<file path="src/rtl/stream_buf_pkg.sv">
// Shared types and sizing helpers for the multi-channel sample buffer.
// Channel status is carried as one packed struct per ring.
package stream_buf_pkg;

   localparam int CH_LSB     = 28;
   localparam int CH_FIELD_W = 4;
   localparam int MAX_CNT_W  = 16;

   typedef struct packed {
      logic [MAX_CNT_W-1:0] level;
      logic                 full;
      logic                 empty;
      logic                 overflow;
   } ch_status_t;

   function automatic int ch_w(input int num_ch);
      return (num_ch > 1) ? $clog2(num_ch) : 1;
   endfunction

   function automatic int cnt_w(input int depth);
      return $clog2(depth + 1);
   endfunction

endpackage

</file>
<file path="src/rtl/axi_if.sv">
// AXI-stream control bus carrying 32-bit beats tagged with an 8-bit stream ID.
interface axi_if;

   logic        tvalid;
   logic        tready;
   logic        tlast;
   logic [31:0] tdata;
   logic [7:0]  tid;

   modport slave  (input tvalid, tlast, tdata, tid, output tready);
   modport master (output tvalid, tlast, tdata, tid, input tready);

endinterface

</file>
<file path="src/rtl/axi_stream_slave.sv">
// Frame tracker for the control stream: flags beats of well-formed frames
// addressed to ID_VALID; short or runt frames never select their last beat.
module axi_stream_slave #(
   parameter int         FRAME_SIZE = 4,
   parameter logic [7:0] ID_VALID   = 8'h00
) (
   input  logic        clk,
   input  logic        rst,
   axi_if.slave        axi,
   output logic [31:0] rx_data,
   output logic        select
);

   localparam int BEAT_W = (FRAME_SIZE > 1) ? $clog2(FRAME_SIZE) : 1;

   logic [BEAT_W-1:0] r_beat;
   logic              w_hs;
   logic              w_last_beat;

   assign axi.tready  = 1'b1;
   assign w_hs        = axi.tvalid && axi.tready;
   assign w_last_beat = (r_beat == BEAT_W'(FRAME_SIZE - 1));

   always_ff @(posedge clk) begin
      if (rst) begin
         r_beat <= '0;
      end else if (w_hs) begin
         r_beat <= (axi.tlast || w_last_beat) ? '0 : r_beat + 1'b1;
      end
   end

   // tlast must coincide with the expected final beat, so a frame cut by reset is rejected.
   assign select  = w_hs && (axi.tid == ID_VALID) && (axi.tlast == w_last_beat);
   assign rx_data = axi.tdata;

endmodule

</file>
<file path="src/rtl/sample_ring_ctrl.sv">
// Pointer, level and flag bookkeeping for one channel's circular buffer.
// The owning block stores the data; this ring only says where and when.
module sample_ring_ctrl
   import stream_buf_pkg::*;
#(
   parameter  int DEPTH     = 32,
   parameter  bit OVERWRITE = 1'b1,
   localparam int PTR_W     = $clog2(DEPTH),
   localparam int CNT_W     = cnt_w(DEPTH)
) (
   input  logic             clk,
   input  logic             rst,
   input  logic             i_wr,
   input  logic             i_rd,
   input  logic             i_clr,
   output logic             o_wr_store,
   output logic             o_rd_fire,
   output logic [PTR_W-1:0] o_wr_ptr,
   output logic [PTR_W-1:0] o_rd_ptr,
   output ch_status_t       o_status
);

   logic [PTR_W-1:0] r_wr_ptr, r_rd_ptr;
   logic [CNT_W-1:0] r_level;
   logic             r_full, r_empty, r_ovf;
   logic             w_rd_fire, w_wr_store, w_lost, w_rd_adv;
   logic [CNT_W-1:0] w_level_nxt;

   function automatic logic [PTR_W-1:0] next_ptr(input logic [PTR_W-1:0] p);
      return (p == PTR_W'(DEPTH - 1)) ? '0 : p + 1'b1;
   endfunction

   // A same-cycle read frees a slot first, so a write into a full ring is never lost then.
   assign w_rd_fire  = i_rd && !r_empty;
   assign w_wr_store = i_wr && (!r_full || w_rd_fire || OVERWRITE);
   assign w_lost     = i_wr && r_full && !w_rd_fire;
   assign w_rd_adv   = w_rd_fire || (w_wr_store && r_full);

   always_comb begin
      // NOTE: default first so every path assigns w_level_nxt and no latch is inferred.
      w_level_nxt = r_level;
      if (w_wr_store && !w_rd_adv)      w_level_nxt = r_level + 1'b1;
      else if (w_rd_adv && !w_wr_store) w_level_nxt = r_level - 1'b1;
   end

   // NOTE: non-blocking assignments keep every register sampling pre-edge values.
   always_ff @(posedge clk) begin
      if (rst) begin
         r_wr_ptr <= '0;
         r_rd_ptr <= '0;
         r_level  <= '0;
         r_full   <= 1'b0;
         r_empty  <= 1'b1;
         r_ovf    <= 1'b0;
      end else begin
         if (w_wr_store) r_wr_ptr <= next_ptr(r_wr_ptr);
         if (w_rd_adv)   r_rd_ptr <= next_ptr(r_rd_ptr);
         r_level <= w_level_nxt;
         r_full  <= (w_level_nxt == CNT_W'(DEPTH));
         r_empty <= (w_level_nxt == '0);
         if (w_lost)     r_ovf <= 1'b1;
         else if (i_clr) r_ovf <= 1'b0;
      end
   end

   assign o_wr_store = w_wr_store;
   assign o_rd_fire  = w_rd_fire;
   assign o_wr_ptr   = r_wr_ptr;
   assign o_rd_ptr   = r_rd_ptr;
   assign o_status   = '{level: MAX_CNT_W'(r_level), full: r_full,
                         empty: r_empty, overflow: r_ovf};

endmodule

</file>
<file path="src/rtl/stream_sample_buffer.sv">
// Multi-channel sample store fed by the control stream: one tagged sample per
// frame into a per-channel ring, drained through a one-cycle-latency read port.
module stream_sample_buffer
   import stream_buf_pkg::*;
#(
   parameter  logic [7:0] COMPONENT_ID = 8'h7A,
   parameter  int         DATA_WIDTH   = 16,
   parameter  int         DEPTH        = 32,
   parameter  int         NUM_CH       = 2,
   parameter  bit         OVERWRITE    = 1'b1,
   localparam int         CH_W         = ch_w(NUM_CH),
   localparam int         CNT_W        = cnt_w(DEPTH)
) (
   input  logic                         clk,
   input  logic                         rst,
   axi_if.slave                         axi,
   input  logic                         rd_en,
   input  logic [CH_W-1:0]              rd_ch,
   output logic [DATA_WIDTH-1:0]        rd_data,
   output logic                         rd_valid,
   output logic [NUM_CH-1:0][CNT_W-1:0] level,
   output logic [NUM_CH-1:0]            empty,
   output logic [NUM_CH-1:0]            full,
   output logic [NUM_CH-1:0]            overflow,
   output logic                         bad_ch,
   input  logic                         clr_err
);

   localparam int PTR_W  = $clog2(DEPTH);
   localparam int ADDR_W = $clog2(NUM_CH * DEPTH);

   logic [31:0]                   w_rx_data;
   logic                          w_select, w_wr, w_ch_ok;
   logic [CH_FIELD_W-1:0]         w_wr_ch;
   logic [DATA_WIDTH-1:0]         w_sample;
   logic [NUM_CH-1:0]             w_wr_store, w_rd_fire;
   logic [NUM_CH-1:0][PTR_W-1:0]  w_wr_ptr, w_rd_ptr;
   ch_status_t                    w_status [NUM_CH];
   logic [ADDR_W-1:0]             w_wr_addr, w_rd_addr;
   logic [DATA_WIDTH-1:0]         r_mem [NUM_CH*DEPTH];

   axi_stream_slave #(.FRAME_SIZE(4), .ID_VALID(COMPONENT_ID)) u_rx (
      .clk     (clk),
      .rst     (rst),
      .axi     (axi),
      .rx_data (w_rx_data),
      .select  (w_select)
   );

   assign w_wr     = w_select && axi.tlast;
   assign w_wr_ch  = w_rx_data[CH_LSB +: CH_FIELD_W];
   assign w_ch_ok  = int'(w_wr_ch) < NUM_CH;
   assign w_sample = w_rx_data[DATA_WIDTH-1:0];

   for (genvar g = 0; g < NUM_CH; g++) begin : g_ch
      sample_ring_ctrl #(.DEPTH(DEPTH), .OVERWRITE(OVERWRITE)) u_ring (
         .clk        (clk),
         .rst        (rst),
         .i_wr       (w_wr && w_ch_ok && (w_wr_ch == CH_FIELD_W'(g))),
         .i_rd       (rd_en && (rd_ch == CH_W'(g))),
         .i_clr      (clr_err),
         .o_wr_store (w_wr_store[g]),
         .o_rd_fire  (w_rd_fire[g]),
         .o_wr_ptr   (w_wr_ptr[g]),
         .o_rd_ptr   (w_rd_ptr[g]),
         .o_status   (w_status[g])
      );
      assign level[g]    = w_status[g].level[CNT_W-1:0];
      assign full[g]     = w_status[g].full;
      assign empty[g]    = w_status[g].empty;
      assign overflow[g] = w_status[g].overflow;
   end

   always_comb begin
      w_wr_addr = '0;
      w_rd_addr = '0;
      for (int c = 0; c < NUM_CH; c++) begin
         if (w_wr_store[c]) w_wr_addr = ADDR_W'(c * DEPTH + int'(w_wr_ptr[c]));
         if (w_rd_fire[c])  w_rd_addr = ADDR_W'(c * DEPTH + int'(w_rd_ptr[c]));
      end
   end

   // NOTE: sample memory has no reset; the levels alone decide which words are live.
   always_ff @(posedge clk) begin
      if (|w_wr_store) r_mem[w_wr_addr] <= w_sample;
   end

   always_ff @(posedge clk) begin
      if (rst) begin
         rd_valid <= 1'b0;
         rd_data  <= '0;
         bad_ch   <= 1'b0;
      end else begin
         rd_valid <= |w_rd_fire;
         if (|w_rd_fire) rd_data <= r_mem[w_rd_addr];
         if (w_wr && !w_ch_ok) bad_ch <= 1'b1;
         else if (clr_err)     bad_ch <= 1'b0;
      end
   end

endmodule

</file>
<file path="src/flat_wrapper.sv">
// flat-port wrapper written by rule: the top's interface ports become plain ports
module stream_sample_buffer_flat import stream_buf_pkg::*;
#(
   parameter  logic [7:0] COMPONENT_ID = 8'h7A,
   parameter  int         DATA_WIDTH   = 16,
   parameter  int         DEPTH        = 32,
   parameter  int         NUM_CH       = 2,
   parameter  bit         OVERWRITE    = 1'b1,
   localparam int         CH_W         = ch_w(NUM_CH),
   localparam int         CNT_W        = cnt_w(DEPTH)
)
  (clk, rst, rd_en, rd_ch, rd_data, rd_valid, level, empty, full, overflow, bad_ch, clr_err, axi_tvalid, axi_tlast, axi_tdata, axi_tid, axi_tready);
  axi_if axi_i ();
  input  logic clk;
  input  logic rst;
  input  logic rd_en;
  input  logic [CH_W-1:0] rd_ch;
  output logic [DATA_WIDTH-1:0] rd_data;
  output logic rd_valid;
  output logic [NUM_CH-1:0][CNT_W-1:0] level;
  output logic [NUM_CH-1:0] empty;
  output logic [NUM_CH-1:0] full;
  output logic [NUM_CH-1:0] overflow;
  output logic bad_ch;
  input  logic clr_err;
  input wire logic [$bits(axi_i.tvalid)-1:0] axi_tvalid;
  input wire logic [$bits(axi_i.tlast)-1:0] axi_tlast;
  input wire logic [$bits(axi_i.tdata)-1:0] axi_tdata;
  input wire logic [$bits(axi_i.tid)-1:0] axi_tid;
  output wire logic [$bits(axi_i.tready)-1:0] axi_tready;
  assign axi_i.tvalid = axi_tvalid;
  assign axi_i.tlast = axi_tlast;
  assign axi_i.tdata = axi_tdata;
  assign axi_i.tid = axi_tid;
  assign axi_tready = axi_i.tready;
  stream_sample_buffer #(.COMPONENT_ID(COMPONENT_ID), .DATA_WIDTH(DATA_WIDTH), .DEPTH(DEPTH), .NUM_CH(NUM_CH), .OVERWRITE(OVERWRITE)) u_core (.clk(clk), .rst(rst), .axi(axi_i), .rd_en(rd_en), .rd_ch(rd_ch), .rd_data(rd_data), .rd_valid(rd_valid), .level(level), .empty(empty), .full(full), .overflow(overflow), .bad_ch(bad_ch), .clr_err(clr_err));
endmodule
</file>
<file path="config.mk">
export PLATFORM = sky130hd
export DESIGN_NAME = stream_sample_buffer_flat
export DESIGN_NICKNAME = d
export VERILOG_FILES = /design/src/rtl/stream_buf_pkg.sv /design/src/rtl/axi_if.sv /design/src/rtl/axi_stream_slave.sv /design/src/rtl/sample_ring_ctrl.sv /design/src/rtl/stream_sample_buffer.sv /design/src/flat_wrapper.sv
export SDC_FILE = /design/constraint.sdc
export NUM_CORES = 1
export LEC_CHECK = 0
export ABC_AREA = 1
export CORE_MARGIN = 4
export CORE_UTILIZATION = 49
export DETAILED_ROUTE_END_ITERATION = 10
export GPL_ROUTABILITY_DRIVEN = 0
export GPL_TIMING_DRIVEN = 0
export PLACE_DENSITY_LB_ADDON = 0.25
export SLEW_MARGIN = 20
export SYNTH_ARGS = -nofsm -noshare
export SYNTH_HDL_FRONTEND = slang
export SYNTH_SLANG_ARGS = --single-unit
</file>
<file path="constraint.sdc">
create_clock -name clk -period 3.7 [get_ports clk]
set_input_delay 0.74 -clock clk [delete_from_list [all_inputs] [get_ports clk]]
set_output_delay 0.74 -clock clk [all_outputs]
set_load 0.005 [all_outputs]
</file>
### Word level (Yosys, flattened, before mapping)

Memories as Yosys holds them, arrays and structs flattened. A register that Yosys moved wholly into a read port is not among the register bits.
Index checks and enable logic that the tools add are counted.
W data, S select, Z words.

* flip-flop bits (word level): 42
* RAM bits: 1024
* bits of input ports: 47
* output and inout bits: 37
* logic and storage cells: 97
* memories: 1

Memories
* u_core.r_mem: words 64, width 16, rd ports 1, clocked after Yosys merged registers in 1, wr ports 1, line stream_sample_buffer.sv:40 `logic [DATA_WIDTH-1:0] r_mem [NUM_CH*DEPTH];`

* $add $sub $neg: 11
* $lt $le $gt $ge: 1
* equality and inequality tests: 10
* muxes and demuxes: 19
* bitwise logic cells: 1
* reductions and logical operators: 39

Operators with widths (number)
* $mux W6: 6
* $mux W5: 6
* $add A5 B1 Y5 const B: 4
* $eq A5 B5 Y1 const B: 4
* $logic_and A1 B1 Y1: 19
* $add A6 B1 Y6 const B: 2
* $add A6 B5 Y6 const A: 2
* $eq A6 B6 Y1 const B: 2
* $logic_not A6 Y1: 2
* $sub A6 B1 Y6 const B: 2
* $logic_not A1 Y1: 9
* $eq A8 B7 Y1 const B: 1
* $mux W1: 6
* $reduce_bool A2 Y1: 3
* $eq A4 B1 Y1 const B: 1
* $logic_not A4 Y1: 1
* $lt A4 B2 Y1 const B: 1
* $reduce_or A2 Y1: 2
* $logic_or A1 B1 Y1: 3
* $add A2 B1 Y2 const B: 1
* $eq A2 B2 Y1 const B: 1
* $mux W2: 1
* $eq A1 B1 Y1: 1
* $not A1 Y1: 1

### Logic depth before layout (Yosys ltp)

* word-level depth: 12
* gate-level depth with buffers: 18

### Hierarchy

Synthesis repeated with hierarchy kept, for this count alone.

* cells, all modules: 4193
* area total of the unflattened synthesis: 46160.5 µm²

Modules (own cells, without submodules)
* stream_sample_buffer: times used 1, cells an instance 3788, area each 43382.9 µm²
* sample_ring_ctrl at u_core.g_ch[1].u_ring: times used 1, cells an instance 176, area each 1214.9 µm²
* sample_ring_ctrl at u_core.g_ch[0].u_ring: times used 1, cells an instance 173, area each 1161.1 µm²
* axi_stream_slave: times used 1, cells an instance 56, area each 401.6 µm²

### Least setup slack after synthesis

No wires, ideal clock.

* path kind: input-to-reg
* start point: in axi_tlast
* end point: mem u_core.r_mem[19][0] (enable)
* library setup time: 388 ps
* arrival time: 2915 ps
* slack: 397 ps
* cell stages on the path: 10
* cells stage by stage: inv_1 > ha_1 > inv_1 > nand2_1 > nand3b_1 > nor2_2 > nand2_2 > o22ai_1 > nand3_1 > nor2_1

* longest elaborated chain between the ends: 8
* elaborated cells between the ends (all ways): 11
* classes of those cells: eq/ne (1); mux (4); reduce/logical (6)

RTL lines
* start: declaration: line flat_wrapper.sv:27 `input wire logic [$bits(axi_i.tlast)-1:0] axi_tlast;`
* $eq A1 B1 Y1: line axi_stream_slave.sv:33 `assign select = w_hs && (axi.tid == ID_VALID) && (axi.tlast == w_last_beat);`
* $logic_and A1 B1 Y1: line axi_stream_slave.sv:33
* $logic_and A1 B1 Y1 (*): line stream_sample_buffer.sv:50 `assign w_wr = w_select && axi.tlast;`
* $logic_and A1 B1 Y1 (*): line stream_sample_buffer.sv:59 `.i_wr (w_wr && w_ch_ok && (w_wr_ch == CH_FIELD_W'(g))),`
* $logic_and A1 B1 Y1: line stream_sample_buffer.sv:59
* $reduce_or A2 Y1: line stream_sample_buffer.sv:85 `if (|w_wr_store) r_mem[w_wr_addr] <= w_sample;`
* $mux W1: line stream_sample_buffer.sv:85
* $mux W1 (implied by the code): line stream_sample_buffer.sv:85
* end: declaration: line stream_sample_buffer.sv:40

Mark *: on every way between the ends. The rest lies on a longest branch, timed or not.

### Worst setup path after layout

* start point: in rd_en
* end point: reg u_core.rd_data[7] (read register of u_core.r_mem)

* longest elaborated chain between the ends: 4
* elaborated cells between the ends (all ways): 7
* classes of those cells: mux (2); reduce/logical (5)

RTL lines
* start: declaration: line flat_wrapper.sv:16 `input logic rd_en;`
* $logic_and A1 B1 Y1: line stream_sample_buffer.sv:60 `.i_rd (rd_en && (rd_ch == CH_W'(g))),`
* $logic_and A1 B1 Y1: line sample_ring_ctrl.sv:34 `assign w_rd_fire = i_rd && !r_empty;`
* $mux W5: line stream_sample_buffer.sv:79 `if (w_rd_fire[c]) w_rd_addr = ADDR_W'(c * DEPTH + int'(w_rd_ptr[c]));`
* $mux W6: line stream_sample_buffer.sv:79
* end: declaration: line stream_sample_buffer.sv:19 `output logic [DATA_WIDTH-1:0] rd_data,`

Several ways; a longest one is shown, not always the timed one.
A chain may end at the register's enable or synchronous reset.

==> impl_results.md <==
- Status: complete, but fails checks
- Failing checks: negative setup slack
- Critical-path maximum fanout: 10
- Cell area after placement: 0.0482 mm2
- Worst Hold Depth: 1
- Tightest Pin Transition: 0.900 ns
- Area share of the largest cell type after synthesis: 0.678
- Via count of the first global-routing pass: 30800
- Die height: 312 um
- Total number of vias: 32700
- Worst-path cell chain: clkdlybuf4s50_1, nand3_2, buf_6, a21oi_2, inv_2, nor2_2, inv_1, clkbuf_1, nand3_1, nand3_1, nand3_1, a21oi_1
- Design Area, Final: 0.0527 mm2
- Synth Area per Inst: 11.6 um2
- Die area: 0.0975 mm2
- Number of input and output port buffers inserted: 69
- Kind of cell adding the most delay to the critical path: buffers and inverters
- Maximum buffer depth of the clock tree: 3
- Min-delay src: axi_tdata[13]
- Endpoint of the worst-slack reg-to-reg timing path: u_core.rd_data[7]
- Logic depth of the worst register-to-register path: 13
- CP Data Required Time: 4.27 ns
- Reg2reg setup slack: 0.16 ns
- Clock-pin transition on the worst setup and hold timing paths: 0.06 ns
- Initial Util: 0.494
- Period utilisation layout: 1.01
- Post-placement setup slack: -1.58 ns
- Delay of the slowest cell on the worst path: 0.55 ns
- Core footprint: 0.0918 mm2
- Terminating pin of the worst hold path: u_core.r_mem[44][13]
- Non-filler cells in the finished layout: 5496
- Share of the yosys chip area belonging to registers: 0.704
- Via density: 5.96
- Area contributors post-synth: sky130_fd_sc_hd__edfxtp_1, sky130_fd_sc_hd__nand3_1, sky130_fd_sc_hd__nand2_1, sky130_fd_sc_hd__o211ai_1, sky130_fd_sc_hd__dfxtp_1
- Sum of overflow across all layers after global routing: 0
- Maximum number of pins on one net before global-route repair: 64
- Setup slack after layout: -0.0278 ns
- Time the final worst path needs with I/O delays and setup: 3.73 ns
- Fin. max-slew vios: 0
- Initial antenna violation count: 2
- Average wire per cell in the routed design: 24.8 um
- Number of nets in the synthesized netlist: 3981
- Count of placed standard cells including taps: 5254
- Number of endpoints with negative hold slack in the final report: 0
- Crit path launch type: input pin
- Class of the worst hold path: in2reg
- Number of buffers inserted during clock tree synthesis: 109
- VDD IR-drop max: 0.426 mV
- Number of flip-flops and latches in the synthesized netlist: 1082
- Post-Synthesis Cells: 3920
- Endpoint type of the worst setup path: register
- TritonCTS clock tree: built
- Most used cell along the critical path: sky130_fd_sc_hd__nand3_1
- Power Dens Cells: 499 mW/mm2
- Data arrival time of the worst path: 4.30 ns
- Total number of yosys warnings: 0
- Syn Std Cell Area: 0.0454 mm2
- Total half-perimeter wirelength after legalization and detailed placement: 92000 um
- Slowest CP cell: sky130_fd_sc_hd__a21oi_2
- Cell accounting for the most synthesized area: sky130_fd_sc_hd__edfxtp_1
- Leakage power figure: 0.0191 uW
- Nets: 4224
- Die extent in x: 312 um
- Maximum Capacitance Violations: 0
- Hold-fix buffers, CTS: 0
- R2r startpoint: u_core.g_ch[1].u_ring.r_empty
- Proportion of layout cells with a drive suffix above 1: 0.110
- Number of buffer and inverter instances along the worst setup path: 5
- Leading cell types in the layout, fill and taps excluded: sky130_fd_sc_hd__nand3_1, sky130_fd_sc_hd__edfxtp_1, sky130_fd_sc_hd__nand2_1
- Final WL: 137000 um
- Number of setup violations in the final report: 1
- Htree depth: 3
- Commonest non-fill, non-tap cell in the layout: sky130_fd_sc_hd__nand3_1
- Remaining DRCs: 0
- Peak clock frequency supported by timing: 268 MHz
- GRT Overall Usage: 0.274
- First-pass GRT wire length: 198000 um
- Unrepaired setup endpoints after global routing: yes
- Router iterations before antenna repair: 6
- Clock sinks: 1082
- End-of-flow core utilization: 0.574
- Final antenna-violating net count: 0
- Worst max-slew margin expressed relative to the limit: 0.400
- Count of different cell masters after synthesis: 40
- Final clock skew: 0.0347 ns
- CTS Root Cell: sky130_fd_sc_hd__clkbuf_16
- DRT iter0 DRCs: 4878
- Layout area overhead: 16.2%
- Crit path kind: in2reg
- Number of placement rows: 111
- Ports: 84
- Clock latency of the later-clocked register in the worst-skew pair: 0.69 ns
==> state kept, by name (all words and copies together), names as in the netlist <==
name / flops
u_core.g_ch.u_ring.r_level: 12
u_core.u_rx.r_beat: 2
u_core.g_ch.u_ring.o_rd_ptr: 10
u_core.g_ch.u_ring.r_full: 2
u_core.rd_valid: 1
u_core.g_ch.u_ring.o_wr_ptr: 10
u_core.rd_data: 16
u_core.r_mem: 1024
u_core.g_ch.u_ring.r_ovf: 2
u_core.bad_ch: 1
u_core.g_ch.u_ring.r_empty: 2
==> power breakdown <==
group          switching [uW]  internal, uW
combinational            1520           589
sequential                104         13500
clock                    4560          6040
==> synthesized netlist by cell type, drive strengths merged <==
cell type,number
a211oi,1
a21oi,39
a221oi,1
buf,159
clkbuf,112
clkinv,1
conb,1
dfxtp,58
edfxtp,1024
ha,14
inv,265
nand2,738
nand3,1108
nand3b,18
nand4,5
nor2,113
nor3,17
nor4,2
o211ai,180
o21ai,41
o21bai,1
o22ai,4
or2,2
xnor2,2
xor2,14
==> area by class of cell <==
| cell class | count | area [um2] |
|---|---|---|
| Clock inverter | 50 | 403 |
| Tap cell | 1243 | 1560 |
| Antenna cell | 1 | 2.50 |
| Fill cell | 7354 | 39100 |
| Clock buffer | 150 | 2990 |
| Multi-Input combinational cell | 2301 | 11800 |
| Inverter | 266 | 998 |
| Buffer | 271 | 1260 |
| Timing Repair Buffer | 132 | 1740 |
| Sequential cell | 1082 | 31900 |
==> routing by layer <==
metal	track usage	share of wire	vias up
met5	0	0	-
met4	0.120	0.046	0
met3	0.0717	0.12	312
met2	0.410	0.44	1962
met1	0.381	0.39	15900
li1	-	-	14600
==> worst max path at each step <==
stage	to	start	cells past startpoint
detailed placement	u_core.r_mem[6][15]	axi_tlast	13
floorplan	u_core.r_mem[19][0]	axi_tlast	10
global route	u_core.r_mem[54][13]	axi_tlast	14
finish	u_core.rd_data[7]	rd_en	12
CTS	u_core.r_mem[37][7]	axi_tlast	11
global placement	u_core.r_mem[59][10]	axi_tlast	11
==> cells by family (layout without fill, tap and decap cells) <==
kind of cell,Yosys count,after routing,share of synthesized area
XOR/XNOR,16,16,0.00309
buffers and inverters,537,869,0.0497
other,1,2,0.0000827
adder cells (fa/ha/maj),14,14,0.00386
flip-flops,1082,1082,0.704
AND/OR/NAND/NOR,2003,2003,0.200
AO/OA/AOI/OAI,267,267,0.0400
==> metrics by stage <==
| stage | setup TNS (ns) | power, uW | hold WS, ns |
|---|---|---|---|
| 2_1_floorplan | 0 | 14800 | 0.444 |
| 3_3_place_gp | -1971.72 | 15800 | 0.454 |
| 3_5_place_dp | -1144.69 | 15900 | 0.456 |
| 4_1_cts | -139.07 | 26300 | 0.273 |
| 5_1_grt | 0 | 27000 | 0.287 |
| 6_report | -0.0278 | 26300 | 0.304 |
==> timing repair <==
action	CTS	global route
setup endpoints to repair	1015	941
pin swaps	18	17
resized for setup	71	22
setup buffers	22	19
(Power assumes the default switching activity.)
